--- src/rtl/uart_pkg.sv ---
// uart_pkg: constants and transmit FSM state encoding shared by the UART blocks.
package uart_pkg;
  localparam int CLKS_PER_BIT_DEFAULT = 434;
  localparam logic [2:0] ST_IDLE_ENC   = 3'd0;
  localparam logic [2:0] ST_START_ENC  = 3'd1;
  localparam logic [2:0] ST_DATA_ENC   = 3'd2;
  localparam logic [2:0] ST_PARITY_ENC = 3'd3;
  localparam logic [2:0] ST_STOP_ENC   = 3'd4;
  typedef enum logic [2:0] {
    ST_IDLE   = ST_IDLE_ENC,
    ST_START  = ST_START_ENC,
    ST_DATA   = ST_DATA_ENC,
    ST_PARITY = ST_PARITY_ENC,
    ST_STOP   = ST_STOP_ENC
  } tx_state_t;
  function automatic logic even_parity(input logic [7:0] b);
    return ^b;
  endfunction
endpackage

--- src/rtl/uart_tx_if.sv ---
// uart_tx_if: byte valid/ready handshake into the UART transmitter.
interface uart_tx_if;
  logic       tx_valid;
  logic [7:0] tx_data;
  logic       tx_ready;
  modport master (output tx_valid, tx_data, input tx_ready);
  modport slave  (input tx_valid, tx_data, output tx_ready);
endinterface

--- src/rtl/uart_tx_fifo.sv ---
// uart_tx_fifo: synchronous FIFO with combinational head read and occupancy count.
module uart_tx_fifo #(
  parameter int WIDTH = 8,
  parameter int DEPTH = 4
) (
  input  logic                     clock_50M,
  input  logic                     n_rst,
  input  logic                     push,
  input  logic                     pop,
  input  logic [WIDTH-1:0]         din,
  output logic [WIDTH-1:0]         dout,
  output logic                     full,
  output logic                     empty,
  output logic [$clog2(DEPTH):0]   count
);
  localparam int AW = $clog2(DEPTH);
  localparam int CW = AW + 1;
  logic [WIDTH-1:0] mem [DEPTH];
  logic [AW-1:0] wr_ptr, rd_ptr;
  logic do_push, do_pop;
  assign full    = count == CW'(DEPTH);
  assign empty   = count == '0;
  assign do_push = push && !full;
  assign do_pop  = pop && !empty;
  assign dout    = mem[rd_ptr];
  always_ff @(posedge clock_50M)
    if (do_push) mem[wr_ptr] <= din;
  // depth is a power of two, so pointers wrap naturally; count tells full from empty
  always_ff @(posedge clock_50M or negedge n_rst)
    if (!n_rst) begin
      wr_ptr <= '0;
      rd_ptr <= '0;
      count  <= '0;
    end else begin
      wr_ptr <= wr_ptr + AW'(do_push);
      rd_ptr <= rd_ptr + AW'(do_pop);
      count  <= count + CW'(do_push) - CW'(do_pop);
    end
endmodule

--- src/rtl/uart_tx.sv ---
// uart_tx: FIFO-buffered 8N1 UART transmitter; define UART_TX_PARITY_EN for 8E1 framing.
module uart_tx
  import uart_pkg::*;
#(
  parameter int CLKS_PER_BIT = CLKS_PER_BIT_DEFAULT,
  parameter int FIFO_DEPTH   = 4
) (
  input  logic                        clock_50M,
  input  logic                        n_rst,
  uart_tx_if.slave                    bus,
  output logic                        tx,
  output logic                        busy,
  output logic [$clog2(FIFO_DEPTH):0] fifo_count
);
  localparam int BW = $clog2(CLKS_PER_BIT);
  localparam logic [BW-1:0] BAUD_LAST = BW'(CLKS_PER_BIT - 1);
  tx_state_t state;
  logic [BW-1:0] baud;
  logic [2:0] bit_cnt;
  logic [7:0] shift, head;
  logic full, empty, push, pop, tick;
`ifdef UART_TX_PARITY_EN
  logic parity;
`endif
  assign tick         = baud == BAUD_LAST;
  assign bus.tx_ready = !full;
  assign push         = bus.tx_valid && !full;
  assign pop          = !empty && (state == ST_IDLE || (state == ST_STOP && tick));
  uart_tx_fifo #(.WIDTH(8), .DEPTH(FIFO_DEPTH)) u_fifo (
    .clock_50M (clock_50M),
    .n_rst     (n_rst),
    .push      (push),
    .pop       (pop),
    .din       (bus.tx_data),
    .dout      (head),
    .full      (full),
    .empty     (empty),
    .count     (fifo_count)
  );
  // tx and busy are registered alongside the state so the line never glitches
  always_ff @(posedge clock_50M or negedge n_rst)
    if (!n_rst) begin
      state   <= ST_IDLE;
      baud    <= '0;
      bit_cnt <= '0;
      shift   <= '0;
      tx      <= 1'b1;
      busy    <= 1'b0;
`ifdef UART_TX_PARITY_EN
      parity  <= 1'b0;
`endif
    end else begin
      baud <= (state == ST_IDLE || tick) ? '0 : baud + 1'b1;
      if (pop) begin
        shift   <= head;
        bit_cnt <= '0;
`ifdef UART_TX_PARITY_EN
        parity  <= even_parity(head);
`endif
      end
      case (state)
        ST_IDLE:
          if (pop) begin
            state <= ST_START;
            tx    <= 1'b0;
            busy  <= 1'b1;
          end
        ST_START:
          if (tick) begin
            state <= ST_DATA;
            tx    <= shift[0];
          end
        ST_DATA:
          if (tick) begin
            if (bit_cnt == 3'd7) begin
`ifdef UART_TX_PARITY_EN
              state <= ST_PARITY;
              tx    <= parity;
`else
              state <= ST_STOP;
              tx    <= 1'b1;
`endif
            end else begin
              shift   <= shift >> 1;
              tx      <= shift[1];
              bit_cnt <= bit_cnt + 3'd1;
            end
          end
`ifdef UART_TX_PARITY_EN
        ST_PARITY:
          if (tick) begin
            state <= ST_STOP;
            tx    <= 1'b1;
          end
`endif
        ST_STOP:
          if (tick) begin
            state <= pop ? ST_START : ST_IDLE;
            tx    <= !pop;
            busy  <= pop;
          end
        default: begin
          state <= ST_IDLE;
          tx    <= 1'b1;
          busy  <= 1'b0;
        end
      endcase
    end
endmodule

--- src/flat_wrapper.sv ---
// flat-port wrapper written by rule: the top's interface ports become plain ports
module uart_tx_flat import uart_pkg::*;
#(
  parameter int CLKS_PER_BIT = CLKS_PER_BIT_DEFAULT,
  parameter int FIFO_DEPTH   = 4
)
  (clock_50M, n_rst, tx, busy, fifo_count, bus_tx_valid, bus_tx_data, bus_tx_ready);
  uart_tx_if bus_i ();
  input  logic clock_50M;
  input  logic n_rst;
  output logic tx;
  output logic busy;
  output logic [$clog2(FIFO_DEPTH):0] fifo_count;
  input wire logic [$bits(bus_i.tx_valid)-1:0] bus_tx_valid;
  input wire logic [$bits(bus_i.tx_data)-1:0] bus_tx_data;
  output wire logic [$bits(bus_i.tx_ready)-1:0] bus_tx_ready;
  assign bus_i.tx_valid = bus_tx_valid;
  assign bus_i.tx_data = bus_tx_data;
  assign bus_tx_ready = bus_i.tx_ready;
  uart_tx #(.CLKS_PER_BIT(CLKS_PER_BIT), .FIFO_DEPTH(FIFO_DEPTH)) u_core (.clock_50M(clock_50M), .n_rst(n_rst), .bus(bus_i), .tx(tx), .busy(busy), .fifo_count(fifo_count));
endmodule
--- config.mk ---
export PLATFORM = sky130hd
export DESIGN_NAME = uart_tx_flat
export DESIGN_NICKNAME = d
export VERILOG_FILES = /design/src/rtl/uart_pkg.sv /design/src/rtl/uart_tx_if.sv /design/src/rtl/uart_tx_fifo.sv /design/src/rtl/uart_tx.sv /design/src/flat_wrapper.sv
export SDC_FILE = /design/constraint.sdc
export NUM_CORES = 1
export LEC_CHECK = 0
export ABC_AREA = 1
export CAP_MARGIN = 20
export CORE_MARGIN = 1.5
export CORE_UTILIZATION = 61
export CTS_BUF_LIST = sky130_fd_sc_hd__clkbuf_8 sky130_fd_sc_hd__clkbuf_16
export CTS_CLUSTER_DIAMETER = 120
export DETAILED_ROUTE_END_ITERATION = 16
export DONT_BUFFER_PORTS = 1
export PLACE_DENSITY = 0.8
export SETUP_SLACK_MARGIN = 0.05
export SLEW_MARGIN = 25
export SYNTH_ARGS = -nofsm -noshare
export SYNTH_HDL_FRONTEND = slang
export SYNTH_HIERARCHICAL = 1
export SYNTH_SLANG_ARGS = --single-unit
--- constraint.sdc ---
create_clock -name clock_50M -period 2.8 [get_ports clock_50M]
set_input_delay 0.14 -clock clock_50M [delete_from_list [all_inputs] [get_ports clock_50M]]
set_output_delay 0.14 -clock clock_50M [all_outputs]
set_load 0.05 [all_outputs]
==> metrics.txt, run 1 <==
ANT nets after route=0; GRT Util Overall=0.234; Fmax achieved=roughly 0.4 GHz; reg2reg path depth=13; hold_buf cts=10; die area=5480 sq um; htree depth=3; Arrival @ worst endpoint=approximately 2700 ps; crit share post-route=0.878; Synth async-reset ratio=0.500; GRT overflow=0; Post-Syn Instances=309; max cap viols=0; run status=completed; Root Buffer=clkbuf_8; layout cells sized above 1=0.179; post_cts resized=0; Worst-Margin Slew=approximately 480 ps; DR iter-0 viols=~150; critical path's slowest cell=fa_1; Buf/Inv on CP=2; Crit Reg-Reg Startpoint=u_core/baud[1]$_DFF_PN0_; Tmin final=2460 ps; core area=between 4000 and 5000 sq um; die width=~74 um; top-count cell post-synth=nand2_1; clk buf depth=2; Max Slew Vio Count=0; WL/cell=around 14 um; crit path launch=u_core/baud[1]$_DFF_PN0_; Worst IR Drop VDD=between 700 and 800 uV; ys flop type=edfxtp_1; I/O pins=17; crit end category=register; TNS Setup=0 ps; Hold/Removal Path Class=in2async; total power=between 2 and 3 mW; CP max FO=17; CTS tree=built; DR DRC count=0; Port Buffer Count=0; Post-synth EDFFs=32; via count=between 2000 and 2500; delay-heaviest family, CP=simple AND/OR/NAND/NOR gates; antenna diode count=0; die span in y=between 70 and 80 um; Worst path depth=13; Final Hold Viols=0; first-pass GRT wire length=between 9 and 10 mm; syn avg cell area=approximately 10 sq um; sequential share of the synthesized area=0.572; Pwr Density=about 740 nW/um^2; Yosys reg bits=64; number of synthesis warnings=6; # clock sinks=64; num rows=25; Multi-input gate area=between 1000 and 1500 sq um; Area Growth Syn to Fin=13.0%; terminus of the critical flop-to-flop path=u_core/u_fifo/count[1]$_DFF_PN0_; Syn Nets=327; Leak=roughly 1.6 nW; Initial Util=0.644; Vias per Instance=~5.4; Layout fillers=roughly 340; drt total wl=~5.7 mm; Critical Path RT=~3000 ps; largest area contributor in the netlist=edfxtp_1; Worst-path clk slew=80 ps; Yosys top cell area share=0.312; final setup vio count=0; gpl congestion=a little under 0.9; worst-skew pair later-pin latency=approximately 340 ps; Worst slew margin=0.682; initial antenna violation count=0; Synth Cell Area=3080 sq um; Num CTS Buffers=9; flop2flop setup slack=around 340 ps; sequential cell area=between 1500 and 2000 sq um; RSZ-0062 raised after global routing=false; largest cells by area after synthesis=edfxtp_1 31%, dfrtp_1 25%, nand2_1 8.3%, nor2_1 5.6%, inv_1 3.2%; Pre-Repair DR Iteration Count=4; clock skew=roughly 7.4 ps; Crit Path Category=reg2reg; commonest cells in the synthesized netlist=68 x nand2_1, 46 x nor2_1, 32 x edfxtp_1, 31 x dfrtp_1, 26 x inv_1; post-synthesis cell type count=34; worst-path cell chain=inv_1, ha_1, nand2_1, nor2_2, nand2_4, nand2_8, nand2_4, inv_1, a21boi_2, nand2_2, nand2_1, ha_1, fa_1; vias in the first global route=approximately 2100; nets=349; startpoint types=register; CP endpoint=u_core/u_fifo/count[1]$_DFF_PN0_; Post-CTS Setup Bufs=0; slowest stage delay, CP=about 400 ps; post-DP HPWL=3.39 mm; largest net degree at the start of global routing=33
[worst register-to-register path, cell delays in order (launching register included)]
cell and delay [ps]:
dfrtp_1 390, inv_1 60, ha_1 130, nand2_1 60, nor2_2 160, nand2_4 130, nand2_8 150, nand2_4 140
inv_1 170, a21boi_2 230, nand2_2 90, nand2_1 70, ha_1 160, fa_1 400
[metrics by stage]
step / hold WS, ps / std cells / setup WS, ps / area, sq um / utilization
after global placement: -155 / 377 / 425 / 3150 / 0.658
final: 234 / 403 / 342 / 3480 / 0.727
after floorplan: -156 / 309 / 355 / 3080 / -
after CTS: 235 / 403 / 329 / 3480 / 0.727
after detailed placement: -154 / 377 / 337 / 3150 / 0.658
after global routing: 233 / 403 / 142 / 3480 / 0.727
[routing by layer]
metal / vias to the layer above / share of wire / GRT usage
met2: 52 / 0.52 / 0.410
met1: 1069 / 0.42 / 0.256
li1: 1045 / - / -
met5: - / 0 / 0
met4: 0 / 0.010 / 0.107
met3: 10 / 0.050 / 0.0772
[power by group]
group / total, mW / switching [mW] / internal [mW]
registers: 1.19 / 0.0554 / 1.14
clock network: 0.882 / 0.380 / 0.502
logic: 0.496 / 0.345 / 0.151
total: 2.57 / 0.780 / 1.79
[cell usage in the layout (no fill, tap or decap), types with 3 or more instances in the layout]
cell / instances
buf_4: 8
clkbuf_8: 9
clkinv_4: 3
dfrtp_1: 31
dlygate4sd3_1: 9
edfxtp_1: 32
ha_1: 6
inv_1: 26
inv_2: 7
nand2_1: 68
nand2_2: 5
nand3_1: 13
nand3_2: 9
nand3b_1: 7
nor2_1: 46
nor2_2: 3
o21ai_0: 9
o21ai_1: 17
[worst min path at each step]
stage | startpoint | end | slack (ps) | cells past startpoint
finish | n_rst | u_core/bit_cnt[1]$_DFF_PN0_ | 230 | 2
global route | n_rst | u_core/bit_cnt[1]$_DFF_PN0_ | 230 | 2
CTS | n_rst | u_core/bit_cnt[1]$_DFF_PN0_ | 240 | 2
detailed placement | n_rst | u_core/state[2]$_DFFE_PN0P_ | -150 | 0
global placement | n_rst | u_core/baud[4]$_DFF_PN0_ | -150 | 0
floorplan | n_rst | u_core/baud[0]$_DFF_PN0_ | -160 | 0
[final cells by class]
| class | count | share of cell area |
|---|---|---|
| clock buffer | 9 | 0.0356 |
| timing repair buffer | 18 | 0.0489 |
| sequential | 64 | 0.507 |
| multi-input combinational | 205 | 0.321 |
| clock inverter | 7 | 0.0277 |
| tap | 67 | 0.0241 |
| inverter | 33 | 0.0356 |
[registers in the layout (all words and copies together), names as in the netlist]
register,cells
u_core/bit_cnt,3
u_core/u_fifo/rd_ptr,2
u_core/shift,8
u_core/busy,1
u_core/u_fifo/count,3
u_core/state,3
u_core/u_fifo/mem,32
u_core/tx,1
u_core/baud,9
u_core/u_fifo/wr_ptr,2
[kinds of logic after synthesis]
| kind of cell | count (synthesis) | share of synthesized area |
|---|---|---|
| AND/OR/NAND/NOR | 162 | 0.260 |
| flip-flops | 64 | 0.572 |
| buffers and inverters | 40 | 0.0646 |
| AO/OA/AOI/OAI | 33 | 0.0634 |
| adder cells (fa/ha/maj) | 7 | 0.0309 |
| XOR/XNOR | 3 | 0.00853 |
Note: power is estimated with default switching activity, not from simulation.
==> inputs of run 2 (changes only) <==
- ABC_AREA: 1 -> not set
- BUFFER_PORTS_ARGS: not set -> -buffer_cell sky130_fd_sc_hd__buf_4
- CORE_UTILIZATION: 61 -> 60
- DONT_BUFFER_PORTS: 1 -> not set
- PLACE_DENSITY: 0.8 -> 0.82
==> run 2 against run 1 <==
Cell area down 1.1%. Sequential power up 6%. Largest power group unchanged. Synthesized area down 5.0%. Critical endpoint is now u_core/u_fifo/count[2]$_DFF_PN0_. Setup slack worse by 110 ps. Synthesized cell count down 29%. Clock power down 6.5%. Combinational power up 2%. Core utilization up 0.17 points. Sequential share of layout area up 0.66 points. Clock skew about the same.
==> metrics.txt, run 2 <==
run status=completed; reg2reg path depth=9; Final Hold Viols=0; Pre-Repair DR Iteration Count=4; Post-Layout Cell Count=approximately 330; commonest cells in the synthesized netlist=32 x edfxtp_1, 31 x dfrtp_1, 24 x nor2_1, 14 x nand3_1, 11 x o21ai_0; WL/cell=17.0 um; GRT overflow=0; final setup vio count=0; die width=approximately 73 um; CTS tree=built; Yosys top cell area share=0.328; DR DRC count=0; Syn Nets=238; top-count cell post-synth=edfxtp_1; Worst IR Drop VDD=slightly below 800 uV; Fmax achieved=~0.39 GHz; terminus of the critical flop-to-flop path=u_core/u_fifo/count[2]$_DFF_PN0_; total power=2.59 mW; largest area contributor in the netlist=edfxtp_1; Synth Cell Area=2930 sq um; die span in y=around 73 um; most frequent cells in the layout=32 x edfxtp_1, 28 x dfrtp_1, 25 x buf_4; first-pass GRT wire length=around 9 mm; largest net degree at the start of global routing=33; RSZ-0062 raised after global routing=false; Port Buffer Count=16; Root Buffer=clkbuf_8; CP max FO=9; Critical Path RT=about 3000 ps; drt total wl=between 5 and 6 mm; vias in the first global route=roughly 1700; CP endpoint=u_core/u_fifo/count[2]$_DFF_PN0_; Worst slew margin=0.595; Largest regs=u_core/u_fifo/mem: 32 flops, u_core/baud: 9 flops, u_core/shift: 8 flops; ys flop type=edfxtp_1; # clock sinks=between 60 and 70; worst-skew pair later-pin latency=between 300 and 400 ps; clock skew=about 7.7 ps; post-synthesis cell type count=52; Placed Cells=302; Vias per Instance=around 5.7; num rows=25; Post-Syn Instances=220; post-DP HPWL=3.60 mm; Crit Reg-Reg Startpoint=u_core/u_fifo/count[0]$_DFF_PN0_; largest cells by area after synthesis=edfxtp_1 33%, dfrtp_1 27%, mux4_2 6.2%, nor2_1 3.1%, xnor2_1 3.0%; antenna diode count=0; nets=about 270; sequential share of the synthesized area=0.602; htree depth=3; layout cells sized above 1=0.227; gpl congestion=0.818; Post-CTS Setup Bufs=0; max cap viols=0; Hold/Removal Path Class=in2async; ANT nets after route=0; TNS Setup=0 ps; GRT Util Overall=0.237; initial antenna violation count=0; Layout fillers=313; I/O pins=17; Pwr Density=~750 nW/um^2; syn avg cell area=~13 sq um; Worst-Margin Slew=between 600 and 700 ps; sequential cell area=approximately 1800 sq um; Crit Path Category=reg2reg; Max Slew Vio Count=0; crit path launch=u_core/u_fifo/count[0]$_DFF_PN0_; Arrival @ worst endpoint=around 2800 ps; die area=around 5300 sq um; commonest non-fill, non-tap cell in the layout=edfxtp_1; Tmin final=between 2000 and 3000 ps; DR iter-0 viols=~270; Biggest register=u_core/u_fifo/mem; hold slack=about 270 ps; via count=1862; Num CTS Buffers=9; Yosys reg bits=64; Post-synth EDFFs=32; Area Growth Syn to Fin=17.6%; startpoint types=register; crit end category=register; number of synthesis warnings=6; Initial Util=0.620; crit share post-route=0.917; core area=roughly 4700 sq um; Largest register FFs=32; Leak=~1.3 nW; Multi-input gate area=approximately 1100 sq um; flop2flop setup slack=between 200 and 250 ps; Synth async-reset ratio=0.500; Worst-path clk slew=around 70 ps; clk buf depth=2
-- run 2: repair_timing --
action | CTS | global route
hold buffers | 9 | 0
hold endpoints to repair | 62 | 0
resized for setup | 0 | 1
setup endpoints to repair | 0 | 1
-- run 2: kinds of logic after synthesis --
logic type                 Yosys count  share of synthesized area
buffers and inverters               19                     0.0321
DFF                                 64                      0.602
and+or+nand+nor                     71                      0.140
adders and majority gates            8                     0.0359
AOI/OAI and AO/OA                   36                     0.0851
xor gates and xnor gates            12                     0.0359
muxes                               10                     0.0684
-- run 2: final cells by class --
type	count	share of cell area
Multi-Input combinational cell	137	0.312
Clock inverter	7	0.0236
Tap cell	67	0.0244
Clock buffer	9	0.0360
Sequential cell	64	0.513
Timing Repair Buffer	34	0.0807
Inverter	9	0.00981
-- run 2: worst min path at each step --
stage | slack (ps) | depth (start not counted) | endpoint | from
after detailed placement | 100 | 1 | u_core/shift[4]$_DFF_PN0_ | n_rst
after CTS | 280 | 2 | u_core/shift[5]$_DFF_PN0_ | n_rst
after global placement | 100 | 1 | u_core/shift[4]$_DFF_PN0_ | n_rst
after floorplan | -160 | 0 | u_core/baud[0]$_DFF_PN0_ | n_rst
after global routing | 310 | 2 | u_core/shift[3]$_DFF_PN0_ | n_rst
final | 270 | 2 | u_core/shift[4]$_DFF_PN0_ | n_rst
-- run 2: critical path, stage by stage, from the launching register on --
cell	delay, ps
dfrtp_2	470
nor3_1	110
or3_1	430
nor2_4	240
mux2i_1	120
a221oi_1	390
ha_1	240
fa_1	190
xnor2_1	150
xnor2_1	150
-- run 2: metal layers --
layer  GRT usage  share of wire  vias up
met4       0.115          0.017        0
met2       0.333           0.46       60
met5           0              0        -
met1       0.349           0.48      901
li1            -              -      892
met3      0.0566          0.041        9
-- run 2: per-stage QoR --
step           instance area [sq um]  utilization  setup slack (ps)
2_1_floorplan                   2930            -              92.8
3_3_place_gp                    3140        0.665               401
3_5_place_dp                    3140        0.665               238
4_1_cts                         3440        0.728               177
5_1_grt                         3440        0.729              75.5
6_report                        3440        0.729               232
-- run 2: power breakdown --
part | switching, mW | leakage (nW) | internal (mW)
sequential | 0.107 | 0.677 | 1.15
clock | 0.337 | 0.113 | 0.488
combinational | 0.301 | 0.530 | 0.205
